<file path="config.mk">
export PLATFORM = sky130hd
export DESIGN_NAME = muldiv_seq_unit
export DESIGN_NICKNAME = d
export VERILOG_FILES = /design/src/rtl/muldiv_pkg.sv /design/src/rtl/muldiv_sign_conv.sv /design/src/rtl/muldiv_seq_unit.sv
export SDC_FILE = /design/constraint.sdc
export NUM_CORES = 1
export LEC_CHECK = 0
export ABC_AREA = 1
export CORE_MARGIN = 4
export CORE_UTILIZATION = 50
export DETAILED_ROUTE_END_ITERATION = 8
export PLACE_DENSITY = 0.76
export SLEW_MARGIN = 20
export SYNTH_ARGS = -nofsm -noshare
export SYNTH_HDL_FRONTEND = slang
export SYNTH_SLANG_ARGS = --single-unit
</file>
<file path="constraint.sdc">
create_clock -name clk -period 3.2 [get_ports clk]
set_input_delay 0.64 -clock clk [delete_from_list [all_inputs] [get_ports clk]]
set_output_delay 0.64 -clock clk [all_outputs]
set_load 0.05 [all_outputs]
</file>
<file path="src/rtl/muldiv_pkg.sv">
// Shared encodings for the iterative RV32M multiply/divide unit.
// Divide support is selected by the MULDIV_DIV_EN macro in muldiv_seq_unit.
package muldiv_pkg;

    localparam logic [2:0] F3_MUL    = 3'b000;
    localparam logic [2:0] F3_MULH   = 3'b001;
    localparam logic [2:0] F3_MULHSU = 3'b010;
    localparam logic [2:0] F3_MULHU  = 3'b011;
    localparam logic [2:0] F3_DIV    = 3'b100;
    localparam logic [2:0] F3_DIVU   = 3'b101;
    localparam logic [2:0] F3_REM    = 3'b110;
    localparam logic [2:0] F3_REMU   = 3'b111;

    typedef enum logic [1:0] {
        IDLE   = 2'd0,
        CALC   = 2'd1,
        FINISH = 2'd2
    } state_e;

    // Width-generic constants are built at the widest supported size and cut down by the user.
    localparam int unsigned MULDIV_MAX_W = 64;

    function automatic logic [MULDIV_MAX_W-1:0] most_neg(input int unsigned w);
        return MULDIV_MAX_W'(1) << (w - 1);
    endfunction

    function automatic logic [MULDIV_MAX_W-1:0] all_ones(input int unsigned w);
        return (MULDIV_MAX_W'(1) << w) - MULDIV_MAX_W'(1);
    endfunction

endpackage

</file>
<file path="src/rtl/muldiv_sign_conv.sv">
// Combinational conditional two's-complement negate, used for operand
// magnitudes and for the sign fix-up of products, quotients and remainders.
module muldiv_sign_conv #(
    parameter int unsigned WIDTH = 32
) (
    input  logic [WIDTH-1:0] value_i,
    input  logic             negate_i,
    output logic [WIDTH-1:0] value_o
);

    always_comb begin
        value_o = negate_i ? (-value_i) : value_i;
    end

endmodule

</file>
<file path="src/rtl/muldiv_seq_unit.sv">
// Iterative RV32M multiply/divide: shift-add multiply, restoring divide, one bit per cycle.
// Define MULDIV_DIV_EN to build the divider; otherwise divide ops return 0 on the fast path.
module muldiv_seq_unit
    import muldiv_pkg::*;
#(
    parameter int unsigned DATA_LENGTH = 32
) (
    input  logic                   clk,
    input  logic                   rst_n,
    input  logic                   start,
    input  logic [2:0]             funct3,
    input  logic [DATA_LENGTH-1:0] op_a,
    input  logic [DATA_LENGTH-1:0] op_b,
    output logic                   busy,
    output logic                   done,
    output logic [DATA_LENGTH-1:0] result
);

    localparam int unsigned N        = DATA_LENGTH;
    localparam int unsigned CNT_W    = $clog2(DATA_LENGTH);
    localparam logic [CNT_W-1:0] CNT_LAST = CNT_W'(DATA_LENGTH - 1);

    state_e             state_q, state_d;
    logic [CNT_W-1:0]   cnt_q, cnt_d;
    logic [2:0]         f3_q, f3_d;
    logic [N-1:0]       a_mag_q, a_mag_d;
    logic [N-1:0]       b_mag_q, b_mag_d;
    logic               sign_a_q, sign_a_d;
    logic               sign_b_q, sign_b_d;
    logic [2*N-1:0]     acc_q, acc_d;
    logic [N-1:0]       result_q, result_d;
    logic               busy_q, busy_d;
    logic               done_q, done_d;

    logic               a_signed_in, b_signed_in;
    logic               sign_a_in, sign_b_in;
    logic [N-1:0]       a_mag_in, b_mag_in;
    logic [N:0]         mul_sum;
    logic [2*N-1:0]     mul_step, acc_step, prod_fix;
    logic [N-1:0]       mul_res, calc_res;
    logic               fast_path;
    logic [N-1:0]       fast_res;

    always_comb begin
        a_signed_in = funct3[2] ? ~funct3[0] : (funct3 != F3_MULHU);
        b_signed_in = funct3[2] ? ~funct3[0] : ~funct3[1];
        sign_a_in   = a_signed_in & op_a[N-1];
        sign_b_in   = b_signed_in & op_b[N-1];
    end

    muldiv_sign_conv #(.WIDTH(N)) u_conv_a (
        .value_i  (op_a),
        .negate_i (sign_a_in),
        .value_o  (a_mag_in)
    );

    muldiv_sign_conv #(.WIDTH(N)) u_conv_b (
        .value_i  (op_b),
        .negate_i (sign_b_in),
        .value_o  (b_mag_in)
    );

    // Multiply: acc = {partial, multiplier}; add into the top half, then shift right.
    always_comb begin
        mul_sum  = {1'b0, acc_q[2*N-1:N]} + (acc_q[0] ? {1'b0, a_mag_q} : '0);
        mul_step = {mul_sum, acc_q[N-1:1]};
    end

    muldiv_sign_conv #(.WIDTH(2*N)) u_fix_prod (
        .value_i  (acc_step),
        .negate_i (sign_a_q ^ sign_b_q),
        .value_o  (prod_fix)
    );

    always_comb begin
        mul_res = (f3_q == F3_MUL) ? prod_fix[N-1:0] : prod_fix[2*N-1:N];
    end

`ifdef MULDIV_DIV_EN
    localparam logic [N-1:0] MOST_NEG = N'(most_neg(N));
    localparam logic [N-1:0] ALL_ONES = N'(all_ones(N));

    logic [N:0]     div_rem_sh;
    logic           div_ge;
    logic [N-1:0]   div_rem_nx;
    logic [2*N-1:0] div_step;
    logic [N-1:0]   quo_fix, rem_fix;
    logic           div_by_zero, div_ovf;

    // Divide: acc = {remainder, dividend/quotient}; shift left, trial-subtract, restore on borrow.
    always_comb begin
        div_rem_sh = {acc_q[2*N-1:N], acc_q[N-1]};
        div_ge     = (div_rem_sh >= {1'b0, b_mag_q});
        div_rem_nx = div_ge ? N'(div_rem_sh - {1'b0, b_mag_q}) : N'(div_rem_sh);
        div_step   = {div_rem_nx, acc_q[N-2:0], div_ge};
        acc_step   = f3_q[2] ? div_step : mul_step;
    end

    muldiv_sign_conv #(.WIDTH(N)) u_fix_quo (
        .value_i  (acc_step[N-1:0]),
        .negate_i (sign_a_q ^ sign_b_q),
        .value_o  (quo_fix)
    );

    muldiv_sign_conv #(.WIDTH(N)) u_fix_rem (
        .value_i  (acc_step[2*N-1:N]),
        .negate_i (sign_a_q),
        .value_o  (rem_fix)
    );

    always_comb begin
        calc_res    = f3_q[2] ? (f3_q[1] ? rem_fix : quo_fix) : mul_res;
        div_by_zero = (op_b == '0);
        div_ovf     = ~funct3[0] & (op_a == MOST_NEG) & (op_b == ALL_ONES);
        fast_path   = funct3[2] & (div_by_zero | div_ovf);
        if (div_by_zero) begin
            fast_res = funct3[1] ? op_a : ALL_ONES;
        end else begin
            fast_res = funct3[1] ? '0 : MOST_NEG;
        end
    end
`else
    always_comb begin
        acc_step  = mul_step;
        calc_res  = mul_res;
        fast_path = funct3[2];
        fast_res  = '0;
    end
`endif

    always_comb begin
        state_d  = state_q;
        cnt_d    = cnt_q;
        f3_d     = f3_q;
        a_mag_d  = a_mag_q;
        b_mag_d  = b_mag_q;
        sign_a_d = sign_a_q;
        sign_b_d = sign_b_q;
        acc_d    = acc_q;
        result_d = result_q;
        unique case (state_q)
            IDLE: begin
                if (start) begin
                    f3_d     = funct3;
                    a_mag_d  = a_mag_in;
                    b_mag_d  = b_mag_in;
                    sign_a_d = sign_a_in;
                    sign_b_d = sign_b_in;
                    cnt_d    = '0;
                    acc_d    = funct3[2] ? {{N{1'b0}}, a_mag_in} : {{N{1'b0}}, b_mag_in};
                    if (fast_path) begin
                        state_d  = FINISH;
                        result_d = fast_res;
                    end else begin
                        state_d  = CALC;
                    end
                end
            end
            CALC: begin
                acc_d = acc_step;
                cnt_d = cnt_q + CNT_W'(1);
                if (cnt_q == CNT_LAST) begin
                    state_d  = FINISH;
                    result_d = calc_res;
                end
            end
            FINISH: begin
                state_d = IDLE;
            end
            default: begin
                state_d = IDLE;
            end
        endcase
        busy_d = (state_d != IDLE);
        done_d = (state_q == FINISH);
    end

    always_ff @(posedge clk or negedge rst_n) begin
        if (!rst_n) begin
            state_q  <= IDLE;
            cnt_q    <= '0;
            f3_q     <= F3_MUL;
            a_mag_q  <= '0;
            b_mag_q  <= '0;
            sign_a_q <= 1'b0;
            sign_b_q <= 1'b0;
            acc_q    <= '0;
            result_q <= '0;
            busy_q   <= 1'b0;
            done_q   <= 1'b0;
        end else begin
            state_q  <= state_d;
            cnt_q    <= cnt_d;
            f3_q     <= f3_d;
            a_mag_q  <= a_mag_d;
            b_mag_q  <= b_mag_d;
            sign_a_q <= sign_a_d;
            sign_b_q <= sign_b_d;
            acc_q    <= acc_d;
            result_q <= result_d;
            busy_q   <= busy_d;
            done_q   <= done_d;
        end
    end

    assign busy   = busy_q;
    assign done   = done_q;
    assign result = result_q;

endmodule

</file>
==> metrics.md <==
| Metric | Value |
|---|---|
| Status | `completed` |
| Max transition margin | `a little over a third` |
| Min Tclk post-route | `a little over 3 ns` |
| Worst-path maximum fanout | `15` |
| Post-CTS Hold Buffers | `0` |
| Critical Path RT | `~3.5 ns` |
| Port Buffer Count | `between 100 and 150` |
| Seq/Total Area, Yosys | `between 20% and 30%` |
| Root buf cell | `clkbuf_16` |
| Post-DR wirelength/cell | `17.47 um` |
| Largest net degree at the start of global routing | `62` |
| PwrDens | `994.9 nW/um2` |
| Worst path cell trace | `buf_12 > nand2_1 > inv_1 > ha_2 > nand2_2 > inv_1 > nand3_1 > nand2_2 > nand2_1 > nand2_2 > nand2_1 > nand2_2 > nand2_2 > nor2_4 > nand3_2 > nand2_1 > nand2_1 > nand2_1 > nand2_1 > o21ai_2 > nand2_1` |
| Placed wire-length estimate after detailed placement | `32.84 mm` |
| Insertion delay to the later sink of the worst-skew pair | `around 0.44 ns` |
| Slew Viols, Final | `0` |
| Initial antenna violation count | `0` |
| Number of flops mapped to enable cells by yosys | `0` |
| Fraction of layout cells with a size suffix above 1 | `approximately 13%` |
| Cell family with most CP delay | `simple AND/OR/NAND/NOR gates` |
| Post-route antenna net violation count | `0` |
| Dpl cells | `around 2400` |
| Comb pwr share | `between 60 and 70%` |
| DRT Pass-1 Iters | `7` |
| Non-filler instance count after layout | `about 2400` |
| Asr flop ratio synth | `100.0%` |
| Area Growth Syn to Fin | `21.69%` |
| Library cells used by synthesis | `slightly above 50` |
| Critical Path AT | `approximately 3.4 ns` |
| Top FF cell, synth | `dfrtp_1` |
| Setup CP Type | `register to register` |
| # clock sinks | `roughly 140` |
| DIE HEIGHT | `~160 um` |
| Final setup viols | `0` |
| H-tree Lvls | `4` |
| Overall die area | `approximately 27000 um2` |
| CP max-delay cell | `dfrtp_2` |
| First-pass GRT wire length | `between 60 and 70 mm` |
| Critical path capture point type | `register` |
| Core Region | `24250 um2` |
| Final instance area | `14950 um2` |
| Total chip power | `0.01487 W` |
| Total congestion overflow | `0` |
| Avg Synthesized Cell Area | `between 6 and 7 um2` |
| LEAKAGE | `around 7.6 nW` |
| Fin Hold WS | `around 0.19 ns` |
| Clock tree buffer depth | `2` |
| Final-layout fill cell count | `about 2300` |
| Wirelength, routed | `approximately 42 mm` |
| I/O pin total | `~100` |
| Final #Nets | `about 2200` |
| Final Util | `around three fifths` |
| NetSw | `around 0.0079 W` |
| Initial Util | `roughly half` |
| Max Cap Viol | `0` |
| Critical path's most frequent cell | `nand2_1` |
| Post-Syn Nets | `2066` |
| Post-synthesis register bit count | `142` |
| WP depth | `21` |
| Setup crit start kind | `register` |
| Rows | `57` |
| Hold Violations, Final | `0` |
| Hold/Removal Path Class | `input pin to asynchronous set/reset pin` |
| Slew at the pin closest to its max-slew limit | `0.9653 ns` |
| Period utilization | `97.18%` |
| P_int | `~0.0070 W` |
| Vias per cell | `5.613` |
| Dpl cell area | `between 10000 and 15000 um2` |
| Syn. warnings | `0` |
| Fmax | `approximately 0.32 GHz` |
| CTS tree | `done` |
| Clock network power share | `13.6%` |
| Max Clock Skew | `roughly 0.012 ns` |
| DRC | `0` |
| Vias in the first global route | `12638` |
| Post-Syn Area | `roughly 12000 um2` |
| Syn Inst Count | `between 1500 and 2000` |
| Routability cong. | `1.001` |
| Diodes inserted | `0` |
| Largest stage delay, worst path | `0.46 ns` |
| Gr usage total | `about 31%` |
| Die X | `164.7 um` |
| Routed vias | `13605` |
| Clock slew at reported path FFs | `0.07 ns` |
| First DRT Iteration DRCs | `between 1000 and 1500` |
| FF-to-FF path depth | `21` |
| Maximum vdd drop | `around 0.00047 V` |
| Cts bufs inserted | `17` |
| Switching Share | `52.97%` |
| CP Buf/Inv Count | `3` |
| Flop pwr share | `21.9%` |
## stage by stage
stage | TNS (ns) | setup slack, ns
3_3_place_gp | 0 | 0.09146
2_1_floorplan | 0 | 0.3630
6_report | 0 | 0.09024
4_1_cts | 0 | 0.07539
3_5_place_dp | 0 | 0.08009
5_1_grt | -0.8564 | -0.1333
## cells in the mapped netlist, types with 2 or more instances
master    number  area [um2]
a22o_1         3       26.28
nand3b_1      16       120.1
o221ai_1      17       148.9
a21oi_1       59       295.3
ha_1          37       462.9
xnor2_1       14       122.6
nand3_2       10       100.1
o21ai_0      117       585.6
and2_1         2       12.51
xor2_1        34       297.8
inv_2         11       41.29
nor4_1         6       37.54
o21bai_1       3       22.52
clkinv_1       5       18.77
a31oi_1       10       62.56
o21ai_1       10       50.05
o31ai_1        6       45.04
nand2_2       39       244.0
nand2_1      657        2466
a32o_1         8       80.08
o211ai_1      10       75.07
nand4_1       19       118.9
nor2_1       185       694.4
nor3_2         5       50.05
nor3_1        23       115.1
nand3_1      117       585.6
or2_1          3       18.77
or2_2          7       43.79
dfrtp_1      142        3553
a22oi_1       28       210.2
inv_1        253       949.7
buf_2          5       25.02
or2_0          3       18.77
nor2_2        19       118.9
o22ai_1        2       12.51
nor2_4         9       101.4
clkbuf_1      50       187.7
## layout make-up
class                   instances  area, um2  area share [%]
well taps                     324      405.4           2.712
clock buffers                  18      429.2           2.871
flip-flops and latches        142       3555           23.78
repair buffers                166       1548           10.36
multi-input cells            1491       7843           52.47
inverters                     269       1010           6.756
clock inverters                14      156.4           1.046
## sequential cells by signal, summed over array words and instances, names as in the netlist
name,cells
cnt_q,5
done,1
busy,1
f3_q,3
result,32
sign_b_q,1
acc_q,64
a_mag_q,32
sign_a_q,1
state_q,2
## final timing paths
| check | from | to | slack [ns] |
|---|---|---|---|
| worst max-delay path | acc_q[0]$_DFFE_PN0P_ | result[23]$_DFFE_PN0P_ | 0.09 |
| worst min-delay path | rst_n | acc_q[60]$_DFFE_PN0P_ | 0.19 |
| worst max register to register | acc_q[0]$_DFFE_PN0P_ | result[23]$_DFFE_PN0P_ | 0.09 |
| worst min register to register | state_q[0]$_DFF_PN0_ | done$_DFF_PN0_ | 0.46 |
| max in group asynchronous | rst_n | result[14]$_DFFE_PN0P_ | 2.26 |
| min in group clk | state_q[0]$_DFF_PN0_ | done$_DFF_PN0_ | 0.46 |
## kinds of logic after synthesis
family          share of synthesized area (%)
fa+ha+maj                               3.932
flops                                   28.93
compound gates                          13.59
buf+inv                                 9.984
simple gates                            40.14
xor+xnor                                3.423
## layout by cell type (no fill, tap or decap), types with 28 or more instances in the layout
master / instances
dfrtp_1: 141
o21ai_0: 117
nand2_2: 57
nor2_1: 171
nand3_1: 116
inv_1: 252
a22oi_1: 28
a21oi_1: 56
xor2_1: 34
clkdlybuf4s50_1: 102
nand2_1: 636
buf_4: 60
## layer usage
| layer | GRT usage [%] | up-vias | part of all wire, % |
|---|---|---|---|
| li1 | - | 6548 | - |
| met1 | 41.55 | 6232 | 42 |
| met2 | 47.89 | 690 | 44 |
| met3 | 3.694 | 135 | 7.4 |
| met4 | 17.32 | 0 | 6.1 |
| met5 | 0 | - | 0 |
## repair_timing
| action | 4_1_cts | 5_1_grt |
|---|---|---|
| endpoints found under the setup margin | 0 | 20 |
| resized for setup | 0 | 77 |
| setup buffers | 0 | 9 |
## power by group through the flow
stage                     clock, W  sequential [W]  combinational [W]
after floorplan                  0         0.00307            0.00609
after global placement           0         0.00318            0.00861
after detailed placement         0         0.00321            0.00879
after CTS                  0.00203         0.00318            0.00885
after global routing       0.00210         0.00332             0.0105
final                      0.00202         0.00325            0.00960
Note: power is estimated with default switching activity, not from simulation.
